**src/rtl/route_editor.sv**
```systemverilog
// Front-panel routing editor: click pulses walk an IDLE/SEL_IN/SEL_OUT session and toggle matrix bits.
// Optional ROUTE_EDITOR_THRU_DEFAULT_EN makes reset load the identity (thru) route instead of all zero.
module route_editor #(
  parameter int NUM_IN  = 4,
  parameter int NUM_OUT = 4,
  parameter int TIMEOUT = 50000000
) (
  input  logic                       clk,
  input  logic                       rst,
  input  logic                       btn_mode,
  input  logic                       btn_next,
  input  logic                       btn_prev,
  input  logic                       btn_toggle,
  output logic [NUM_IN*NUM_OUT-1:0]  route_matrix,
  output logic [$clog2(NUM_IN)-1:0]  cursor_in,
  output logic [$clog2(NUM_OUT)-1:0] cursor_out,
  output logic [1:0]                 edit_state,
  output logic                       changed
);

  localparam int IW = $clog2(NUM_IN);
  localparam int OW = $clog2(NUM_OUT);
  localparam int CW = $clog2(TIMEOUT);
  localparam int MW = NUM_IN * NUM_OUT;

  localparam logic [IW-1:0] IN_LAST    = IW'(NUM_IN - 1);
  localparam logic [OW-1:0] OUT_LAST   = OW'(NUM_OUT - 1);
  localparam logic [CW-1:0] TIMER_LAST = CW'(TIMEOUT - 1);

  typedef enum logic [1:0] {
    IDLE    = 2'd0,
    SEL_IN  = 2'd1,
    SEL_OUT = 2'd2
  } state_t;

  function automatic logic [MW-1:0] reset_route();
    logic [MW-1:0] r;
    r = '0;
`ifdef ROUTE_EDITOR_THRU_DEFAULT_EN
    for (int i = 0; i < NUM_IN && i < NUM_OUT; i++) begin
      r[i*NUM_OUT + i] = 1'b1;
    end
`endif
    return r;
  endfunction

  localparam logic [MW-1:0] RESET_ROUTE = reset_route();

  state_t        state, state_next;
  logic [IW-1:0] cin_next;
  logic [OW-1:0] cout_next;
  logic [MW-1:0] route_next;
  logic          changed_next;
  logic [CW-1:0] timer, timer_next;
  logic          any_pulse, step_up, step_down;

  assign edit_state = state;

  always_ff @(posedge clk or posedge rst) begin
    if (rst) begin
      state        <= IDLE;
      cursor_in    <= '0;
      cursor_out   <= '0;
      route_matrix <= RESET_ROUTE;
      changed      <= 1'b0;
      timer        <= '0;
    end else begin
      state        <= state_next;
      cursor_in    <= cin_next;
      cursor_out   <= cout_next;
      route_matrix <= route_next;
      changed      <= changed_next;
      timer        <= timer_next;
    end
  end

  always_comb begin
    state_next   = state;
    cin_next     = cursor_in;
    cout_next    = cursor_out;
    route_next   = route_matrix;
    changed_next = 1'b0;
    timer_next   = timer;
    any_pulse    = btn_mode | btn_next | btn_prev | btn_toggle;
    step_up      = btn_next & ~btn_prev;
    step_down    = btn_prev & ~btn_next;

    // Cursor moves and the toggle all act on the cursor values held before this edge.
    case (state)
      SEL_IN: begin
        if (step_up) begin
          cin_next = (cursor_in == IN_LAST) ? '0 : cursor_in + 1'b1;
        end else if (step_down) begin
          cin_next = (cursor_in == '0) ? IN_LAST : cursor_in - 1'b1;
        end
      end
      SEL_OUT: begin
        if (step_up) begin
          cout_next = (cursor_out == OUT_LAST) ? '0 : cursor_out + 1'b1;
        end else if (step_down) begin
          cout_next = (cursor_out == '0) ? OUT_LAST : cursor_out - 1'b1;
        end
        if (btn_toggle) begin
          for (int i = 0; i < NUM_IN; i++) begin
            for (int o = 0; o < NUM_OUT; o++) begin
              if (cursor_in == IW'(i) && cursor_out == OW'(o)) begin
                route_next[i*NUM_OUT + o] = ~route_matrix[i*NUM_OUT + o];
              end
            end
          end
          changed_next = 1'b1;
        end
      end
      default: ;
    endcase

    // A pulse in the final idle cycle keeps the session alive.
    if (state == IDLE || any_pulse) begin
      timer_next = '0;
    end else if (timer == TIMER_LAST) begin
      timer_next = '0;
      state_next = IDLE;
    end else if (timer != '1) begin
      timer_next = timer + 1'b1;
    end

    if (btn_mode) begin
      case (state)
        IDLE:    state_next = SEL_IN;
        SEL_IN:  state_next = SEL_OUT;
        default: state_next = IDLE;
      endcase
    end
  end

endmodule

```
**config.mk**
```make
export PLATFORM = sky130hd
export DESIGN_NAME = route_editor
export DESIGN_NICKNAME = d
export VERILOG_FILES = /design/src/rtl/route_editor.sv
export SDC_FILE = /design/constraint.sdc
export NUM_CORES = 1
export LEC_CHECK = 0
export ABC_CLOCK_PERIOD_IN_PS = 2000
export CAP_MARGIN = 0
export CORE_MARGIN = 10
export CORE_UTILIZATION = 51
export DETAILED_ROUTE_END_ITERATION = 8
export PLACE_DENSITY = 0.78
export SKIP_LAST_GASP = 1
export SLEW_MARGIN = 15
export SYNTH_ARGS = -nofsm -noshare
export SYNTH_HDL_FRONTEND = slang
export SYNTH_SLANG_ARGS = --single-unit
```
**constraint.sdc**
```tcl
create_clock -name clk -period 2 [get_ports clk]
set_clock_uncertainty 0.2 [all_clocks]
set_input_delay 0.3 -clock clk [delete_from_list [all_inputs] [get_ports clk]]
set_output_delay 0.3 -clock clk [all_outputs]
set_load 0.02 [all_outputs]
```
---- Word level (Yosys, flattened, before mapping) ----
Cells that the tools add are included.
operators by class
  add/sub/neg operators ................... 5
  eq/ne operators ......................... 11
  multiplexer cells ....................... 17
  bitwise operators ....................... 23
  reductions and logical operators ........ 42
operator list
  kind                     number
  $mux W26                 3
  $reduce_and A3 Y1        16
  $add A26 B1 Y26 const B  1
  $eq A26 B26 Y1 const B   1
  $ne A26 B26 Y1 const B   1
  $mux W2                  11
  $not A1 Y1               18
  $logic_and A1 B1 Y1      16
  $eq A2 B2 Y1 const B     5
  $eq A2 B1 Y1 const B     3
  $logic_not A2 Y1         3
  $reduce_and A2 Y1        3
  $add A2 B1 Y2 const B    2
  $pmux W2 S2              1
  $reduce_bool A2 Y1       2
  $sub A2 B1 Y2 const B    2
  $or A1 B1 Y1             3
  $reduce_bool A3 Y1       1
  $and A1 B1 Y1            2
  $mux W1                  2
  $ne A2 B2 Y1 const B     1
  $logic_or A1 B1 Y1       1
word-level totals
  register bits ........................... 49
  bits of input ports ..................... 6
  output and inout bits ................... 23
  logic and storage cells ................. 119

---- Longest topological paths before layout ----
Gate-level depths: netlist (run 1).
  depth in word-level cells ............... 6
  mapped depth ............................ 8
  mapped depth without buffers ............ 6

---- Worst setup path before layout (run 1) ----
Ideal clock, no wire load.
  path type ............................... reg2reg
  start ................................... register timer[0]
  end ..................................... register timer[7]
  setup time .............................. 77 ps
  arrival ................................. 1676 ps
  required time ........................... 1723 ps
  setup slack ............................. 47 ps
  cell stages (with the launch flop) ...... 8
  clock period less this slack ............ 1953 ps
  path through ............................ dfrtp_1 ha_1 nand3_1 nor4_2 and2_1 buf_4 or4_1 a21oi_1
between the ends
  word-level cells in the longest chain between the ends .. 4
ends and longest elaborated chain
  element                   RTL line  RTL
  start: declaration        54        logic [CW-1:0] timer, timer_next;
  start signal: assignment  73        timer <= timer_next;
  $add A26 B1 Y26           124       timer_next = timer + 1'b1;
  $mux W26                  123       end else if (timer != '1) begin
  $mux W26                  120       end else if (timer == TIMER_LAST) begin
  $mux W26                  118       if (state == IDLE || any_pulse) begin
Parallel ways exist; a longest one is shown, timed or not. The select of a mux whose other input is x is not followed.
A chain may end at the register's enable or synchronous reset.

---- Final worst setup path (run 1) ----
  start ................................... register timer[7]
  end ..................................... register timer[17]
Same word-level chain as after synthesis.

==> results.py, run 1 <==
metrics = {
    "sta": {
        "relSlewSlack": 0.649,
        "fin_ws_ns": 0.0376,
        "min_period_ns": 1.96,
        "slew_violations": 0,
        "setup_viol_count_final": 0,
        "hold_viol_final": 0,
        "min_period_over_period": 0.981,
        "max_freq_mhz": 510,
        "rsz0062_at_grt": "true",
        "worst_pin_slew_ns": 0.521,
        "hold-worst-slack_ns": 0.272,
    },
    "cells_and_area": {
        "antennaDiodeCount": 0,
        "layout_common_cells": "dfrtp_1, buf_4, nand2_1",
        "layout-drive-gt1-share": 0.208,
        "final_area_um2": 3500,
        "area_growth_pct": 31.3,
        "final_common_cell": "dfrtp_1",
        "nets": 358,
        "utilization": 0.690,
    },
    "routing": {
        "routedWlPerCell_um": 15.4,
        "drc_errors": 0,
        "via_count": 2238,
        "routed_wl_um": 6340,
        "route.antenna.remaining_nets": 0,
        "drt_iter0_drc": 168,
        "vias_per_cell": 5.43,
        "drt-pass1-iter-count": 4,
    },
    "logic_synthesis": {
        "synth_top_flop_cell": "dfrtp_1",
        "synth-xor-area-share": 0.102,
        "synth_cell_type_count": 43,
        "synthesis.nets": 290,
        "synthSimpleGateAreaFrac": 0.261,
        "ys_async_sr_fraction": 1.00,
        "synth_top_area_frac": 0.460,
        "synth-compound-area-share": 0.0990,
        "syn_area_um2": 2670,
        "ys_seq_elements": 49,
        "synth_edf_count": 0,
        "synth_top_area_cell": "dfrtp_1",
        "synth_top_family_by_area": "simple AND/OR/NAND/NOR gates",
        "synth_area_leaders": "dfrtp_1, xnor2_1, ha_1",
        "synthAdderAreaFrac": 0.0516,
        "yosysWarnings": 0,
        "synthMuxAreaShare": 0,
        "synth_cells": 273,
        "synth_seq_area_share": 0.460,
        "synth_area_per_cell_um2": 9.77,
    },
    "worst_setup_path": {
        "cp.required_ns": 1.99,
        "worst-setup-path-type": "reg -> reg",
        "startpoint_type": "flop",
        "worstReg2RegStart": "timer[7]$_DFFE_PP0P_",
        "cp_cell_sequence": "nand2_1, or4_4, a211oi_2, xnor2_1, nor2_2",
        "slowest_delay_ns": 0.52,
        "critPathLaunch": "timer[7]$_DFFE_PP0P_",
        "cp_slowest_cell": "dfrtp_1",
        "rrSetupSlack_ns": 0.04,
        "path_max_fanout": 7,
        "r2r-end": "timer[17]$_DFFE_PP0P_",
        "arrival_ns": 1.95,
        "end_kind": "flop",
        "rr_worst_depth": 5,
        "crit_end": "timer[17]$_DFFE_PP0P_",
    },
    "floorplan": {
        "pin_count": 29,
        "initial_core_util": 0.526,
        "rows": 26,
        "die_y_um": 92.3,
        "die_w_um": 92.3,
        "core_area_um2": 5070,
        "die_area_um2": 8520,
    },
    "worst_hold_path": {
        "hold_class": "reg -> reg",
    },
    "job": {
        "drv_cap": 0,
    },
    "global_routing": {
        "grt_overflow_total": 0,
        "grt_pass1_wl_um": 10500,
        "grt_max_degree": 44,
        "grt_pass1_vias": 2210,
        "grt.total_usage": 0.148,
        "grt_antenna_before_repair": 0,
    },
    "power": {
        "p_total_mw": 3.23,
        "peakVddDrop_mv": 0.742,
        "p_leak_nw": 1.50,
        "powerDensity_nw_per_um2": 922,
    },
    "cts": {
        "cts_tree": "done",
        "tritoncts.num_buffers": 5,
        "clock_tree.root_cell": "clkbuf_8",
        "cts_num_sinks": 49,
        "path_clk_slew_ns": 0.09,
        "clock_latency_ns": 0.31,
        "h-tree-depth": 2,
        "cts_buffer_depth": 2,
    },
    "outcome": {
        "status": "finished, final reports clean",
    },
    "place": {
        "portBuffers": 28,
        "place_area_um2": 3250,
        "dp_hpwl_um": 4500,
        "place_congestion": 0.854,
        "dpl_worst_slack_ns": -0.101,
    },
}
## stage by stage
stage | instances | TNS [ns]
final | 412 | 0
after global routing | 412 | -0.346
after CTS | 405 | 0
after detailed placement | 396 | -0.577
after global placement | 396 | -0.0729
after floorplan | 273 | 0
## timing repair
item | CTS | global route
hold endpoints to repair | 6 | 0
hold buffers | 1 | 0
setup buffers | 0 | 7
endpoints found under the setup margin | 14 | 26
pin swaps | 0 | 6
gates resized for setup | 5 | 13
## flip-flops by register name, summed over array words and instances, names as in the netlist
register	count
changed	1
cursor_in	2
cursor_out	2
edit_state	2
route_matrix	16
timer	26
## worst min path at each step
stage / cells after the start / end / startpoint
after floorplan: 2 / edit_state[0]$_DFFE_PP0P_ / btn_mode
after global placement: 1 / route_matrix[2]$_DFFE_PP0P_ / route_matrix[2]$_DFFE_PP0P_
after detailed placement: 1 / route_matrix[11]$_DFFE_PP0P_ / route_matrix[11]$_DFFE_PP0P_
after CTS: 1 / route_matrix[3]$_DFFE_PP0P_ / route_matrix[3]$_DFFE_PP0P_
after global routing: 1 / route_matrix[10]$_DFFE_PP0P_ / route_matrix[10]$_DFFE_PP0P_
final: 1 / route_matrix[3]$_DFFE_PP0P_ / route_matrix[3]$_DFFE_PP0P_
## where the power goes
part	leakage [nW]	internal [mW]	switching, mW
combinational	0.786	0.575	0.586
sequential	0.656	1.18	0.170
clock	0.0585	0.375	0.346
## cells by family (layout without fill, tap and decap cells)
logic type	Yosys count	count (layout)
AO/OA/AOI/OAI	44	44
XOR/XNOR	31	31
adder cells (fa/ha/maj)	11	11
buffers and inverters	16	85
flip-flops	49	49
AND/OR/NAND/NOR	122	122
## Yosys cell counts (3+ instances only)
cell type	n
a211oi_1	3
nor2_1	16
or3_1	7
ha_1	11
nand2_1	36
inv_1	9
or4_1	3
dfrtp_1	49
nor4_1	3
nand2b_1	6
and3_1	3
nand4_1	13
buf_2	3
a21oi_1	19
xnor2_1	31
nand3_1	10
o21ai_0	8
and2_1	8
## area by class of cell
class                           instances  area, um2
Tap cell                               70       87.6
Clock buffer                            5       68.8
Fill cell                             387       1570
Inverter                                9       33.8
Clock inverter                          3       43.8
Multi-Input combinational cell        208       1430
Timing Repair Buffer                   68        606
Sequential cell                        49       1230
## routing by layer
metal / GRT usage / part of all wire
met5: 0 / 0
met4: 0.0411 / 0.011
met1: 0.197 / 0.46
met2: 0.232 / 0.48
met3: 0.0371 / 0.041
## worst max-delay path: cells and delay by family, from the launching register on
kind	cells	cell delay, ns
XOR/XNOR	1	0.16
AO/OA/AOI/OAI	1	0.25
AND/OR/NAND/NOR	3	0.70
flip-flops	1	0.52
Power figures use the tool's default switching activity.
==> inputs of run 2 (changes only) <==
Settings changed: ABC_AREA set to 1, CORE_UTILIZATION 51 to 52, PLACE_DENSITY 0.78 to 0.79.
==> run 2 against run 1 <==
  * Critical path depth decreased by 4
  * Largest power group unchanged
  * Clock-buffer cell count unchanged
  * Largest cell class unchanged
  * Sequential power about the same
==> results.py, run 2 <==
metrics = {
    "worst_setup_path": {
        "cp_cell_sequence": "clkdlybuf4s50_1",
        "slowest_delay_ns": 0.65,
        "cp.required_ns": 1.50,
        "arrival_ns": 1.41,
        "cp_slowest_cell": "clkdlybuf4s50_1",
        "critPathBufInv": 1,
        "startpoint_type": "flop",
        "path_max_fanout": 7,
        "worst-setup-path-type": "reg -> out",
        "path_delay_family": "buffers and inverters",
        "end_kind": "output port",
        "rr_worst_depth": 10,
        "worst-path-stages": 1,
    },
    "global_routing": {
        "busiest_layer": "met2",
        "met1_usage": 0.196,
        "grt_pass1_vias": 2623,
        "use_met2": 0.289,
        "grt_util_met3": 0.0581,
        "grt.total_usage": 0.171,
        "grt_antenna_before_repair": 0,
        "grt_max_degree": 50,
        "grt_overflow_total": 0,
        "grt_pass1_wl_um": 12400,
    },
    "cells_and_area": {
        "top_regs": "timer x26, route_matrix x16",
        "utilization": 0.648,
        "ff_latch_area_um2": 1230,
        "nets": 448,
        "layout-drive-gt1-share": 0.120,
        "largest_register": "timer",
        "area_growth_pct": 21.2,
        "fillers": 488,
        "largest_register_ffs": 26,
        "multiInputGateArea_um2": 1560,
        "instances_no_fill": 504,
        "final_common_cell": "nand2_1",
        "antennaDiodeCount": 0,
        "layout_common_cells": "nand2_1, nor2_1, dfrtp_1",
    },
    "job": {
        "drv_cap": 0,
    },
    "floorplan": {
        "rows": 27,
        "initial_core_util": 0.535,
        "die_w_um": 95.0,
        "die_y_um": 95.0,
        "pin_count": 29,
        "die_area_um2": 9030,
        "core_area_um2": 5470,
    },
    "logic_synthesis": {
        "synth_area_leaders": "dfrtp_1, nand2_1, nor2_1",
        "synth_most_common_cell": "nand2_1",
        "yosysWarnings": 0,
        "yosys-top-cells-count": "nand2_1, nor2_1, dfrtp_1",
        "syn_area_um2": 2930,
        "synthesis.nets": 404,
        "synth_edf_count": 0,
        "synth_top_area_frac": 0.419,
        "synth_top_area_cell": "dfrtp_1",
        "synth_cell_type_count": 28,
        "ys_async_sr_fraction": 1.00,
        "synth_area_per_cell_um2": 7.56,
        "synth_seq_area_share": 0.419,
        "ys_seq_elements": 49,
        "synth_top_flop_cell": "dfrtp_1",
        "synth_cells": 387,
    },
    "cts": {
        "postCtsHoldBufs": 0,
        "clock_tree.root_cell": "clkbuf_8",
        "clock_latency_ns": 0.31,
        "tritoncts.num_buffers": 5,
        "cts_buffer_depth": 2,
        "cts_tree": "done",
        "path_clk_slew_ns": 0.10,
        "h-tree-depth": 2,
        "cts_num_sinks": 49,
    },
    "routing": {
        "route.antenna.remaining_nets": 0,
        "drt_iter0_drc": 211,
        "routedWlPerCell_um": 14.9,
        "drc_errors": 0,
        "routed_wl_um": 7510,
        "via_count": 2673,
        "vias_per_cell": 5.30,
        "drt-pass1-iter-count": 5,
    },
    "power": {
        "p_leak_nw": 1.56,
        "powerDensity_nw_per_um2": 954,
        "p_total_mw": 3.38,
        "peakVddDrop_mv": 0.899,
    },
    "sta": {
        "hold_viol_final": 0,
        "min_period_over_period": 0.956,
        "worst_pin_slew_ns": 0.426,
        "max_freq_mhz": 523,
        "min_period_ns": 1.91,
        "fin_ws_ns": 0.0877,
        "slew_violations": 0,
        "relSlewSlack": 0.714,
        "setup_viol_count_final": 0,
        "rsz0062_at_grt": "true",
    },
    "outcome": {
        "status": "finished, final reports clean",
    },
    "worst_hold_path": {
        "hold_class": "in -> async",
    },
    "place": {
        "place_inst": 492,
        "dp_hpwl_um": 5540,
        "portBuffers": 28,
        "dpl_worst_slack_ns": -0.0314,
        "place_congestion": 0.876,
    },
}
run 2: stage by stage:
| step | hold slack (ns) | TNS [ns] | instance area, um2 |
|---|---|---|---|
| after floorplan | 0.217 | 0 | 2930 |
| after global placement | 0.259 | 0 | 3350 |
| after detailed placement | 0.261 | -0.0486 | 3350 |
| after CTS | 0.141 | 0 | 3480 |
| after global routing | 0.155 | -0.116 | 3550 |
| final | 0.125 | 0 | 3550 |
run 2: layout make-up:
cell class | count | area share
clock buffer | 5 | 0.0194
clock inverter | 3 | 0.0194
inverter | 42 | 0.0451
multi-input combinational | 294 | 0.439
sequential | 49 | 0.346
tap | 72 | 0.0254
timing repair buffer | 39 | 0.106
run 2: path summary, 6_finish.rpt:
| check | start | endpoint | slack [ns] |
|---|---|---|---|
| hold / removal | rst | timer[21]$_DFFE_PP0P_ | 0.12 |
| max in group asynchronous | rst | timer[25]$_DFFE_PP0P_ | 1.23 |
| setup / recovery | edit_state[0]$_DFFE_PP0P_ | edit_state[0] | 0.09 |
| setup reg to reg | timer[0]$_DFFE_PP0P_ | timer[6]$_DFFE_PP0P_ | 0.10 |
| min in group clk | route_matrix[14]$_DFFE_PP0P_ | route_matrix[14]$_DFFE_PP0P_ | 0.28 |
| hold reg to reg | route_matrix[14]$_DFFE_PP0P_ | route_matrix[14]$_DFFE_PP0P_ | 0.28 |
run 2: power by group:
part	switching, mW	total, mW	internal, mW
logic	0.627	1.18	0.549
registers	0.167	1.35	1.18
clock network	0.359	0.863	0.504
run 2: kinds of logic (layout without fill, tap and decap cells):
family          Yosys count  count (layout)  share of synthesized area
xor+xnor                 18              18                     0.0539
fa+ha+maj                11              11                     0.0470
simple gates            247             248                      0.386
flops                    49              49                      0.419
buf+inv                  45              89                     0.0628
compound gates           17              17                     0.0316
run 2: metal layers:
layer	up-vias	part of all wire	routed length [um]
met5	-	0	0
met4	0	0.030	226
met3	24	0.083	620
met2	93	0.48	3620
met1	1254	0.40	3040
li1	1302	-	-
run 2: what timing repair did:
item,in CTS,in global routing
setup buffers,0,3
endpoints found under the setup margin,0,26
gates resized for setup,0,8
==> inputs of run 3 (changes only) <==
Settings changed: CAP_MARGIN 0 to 20.
==> results of run 3 <==
Final layout, timing and power as in run 2 (identical DEF).
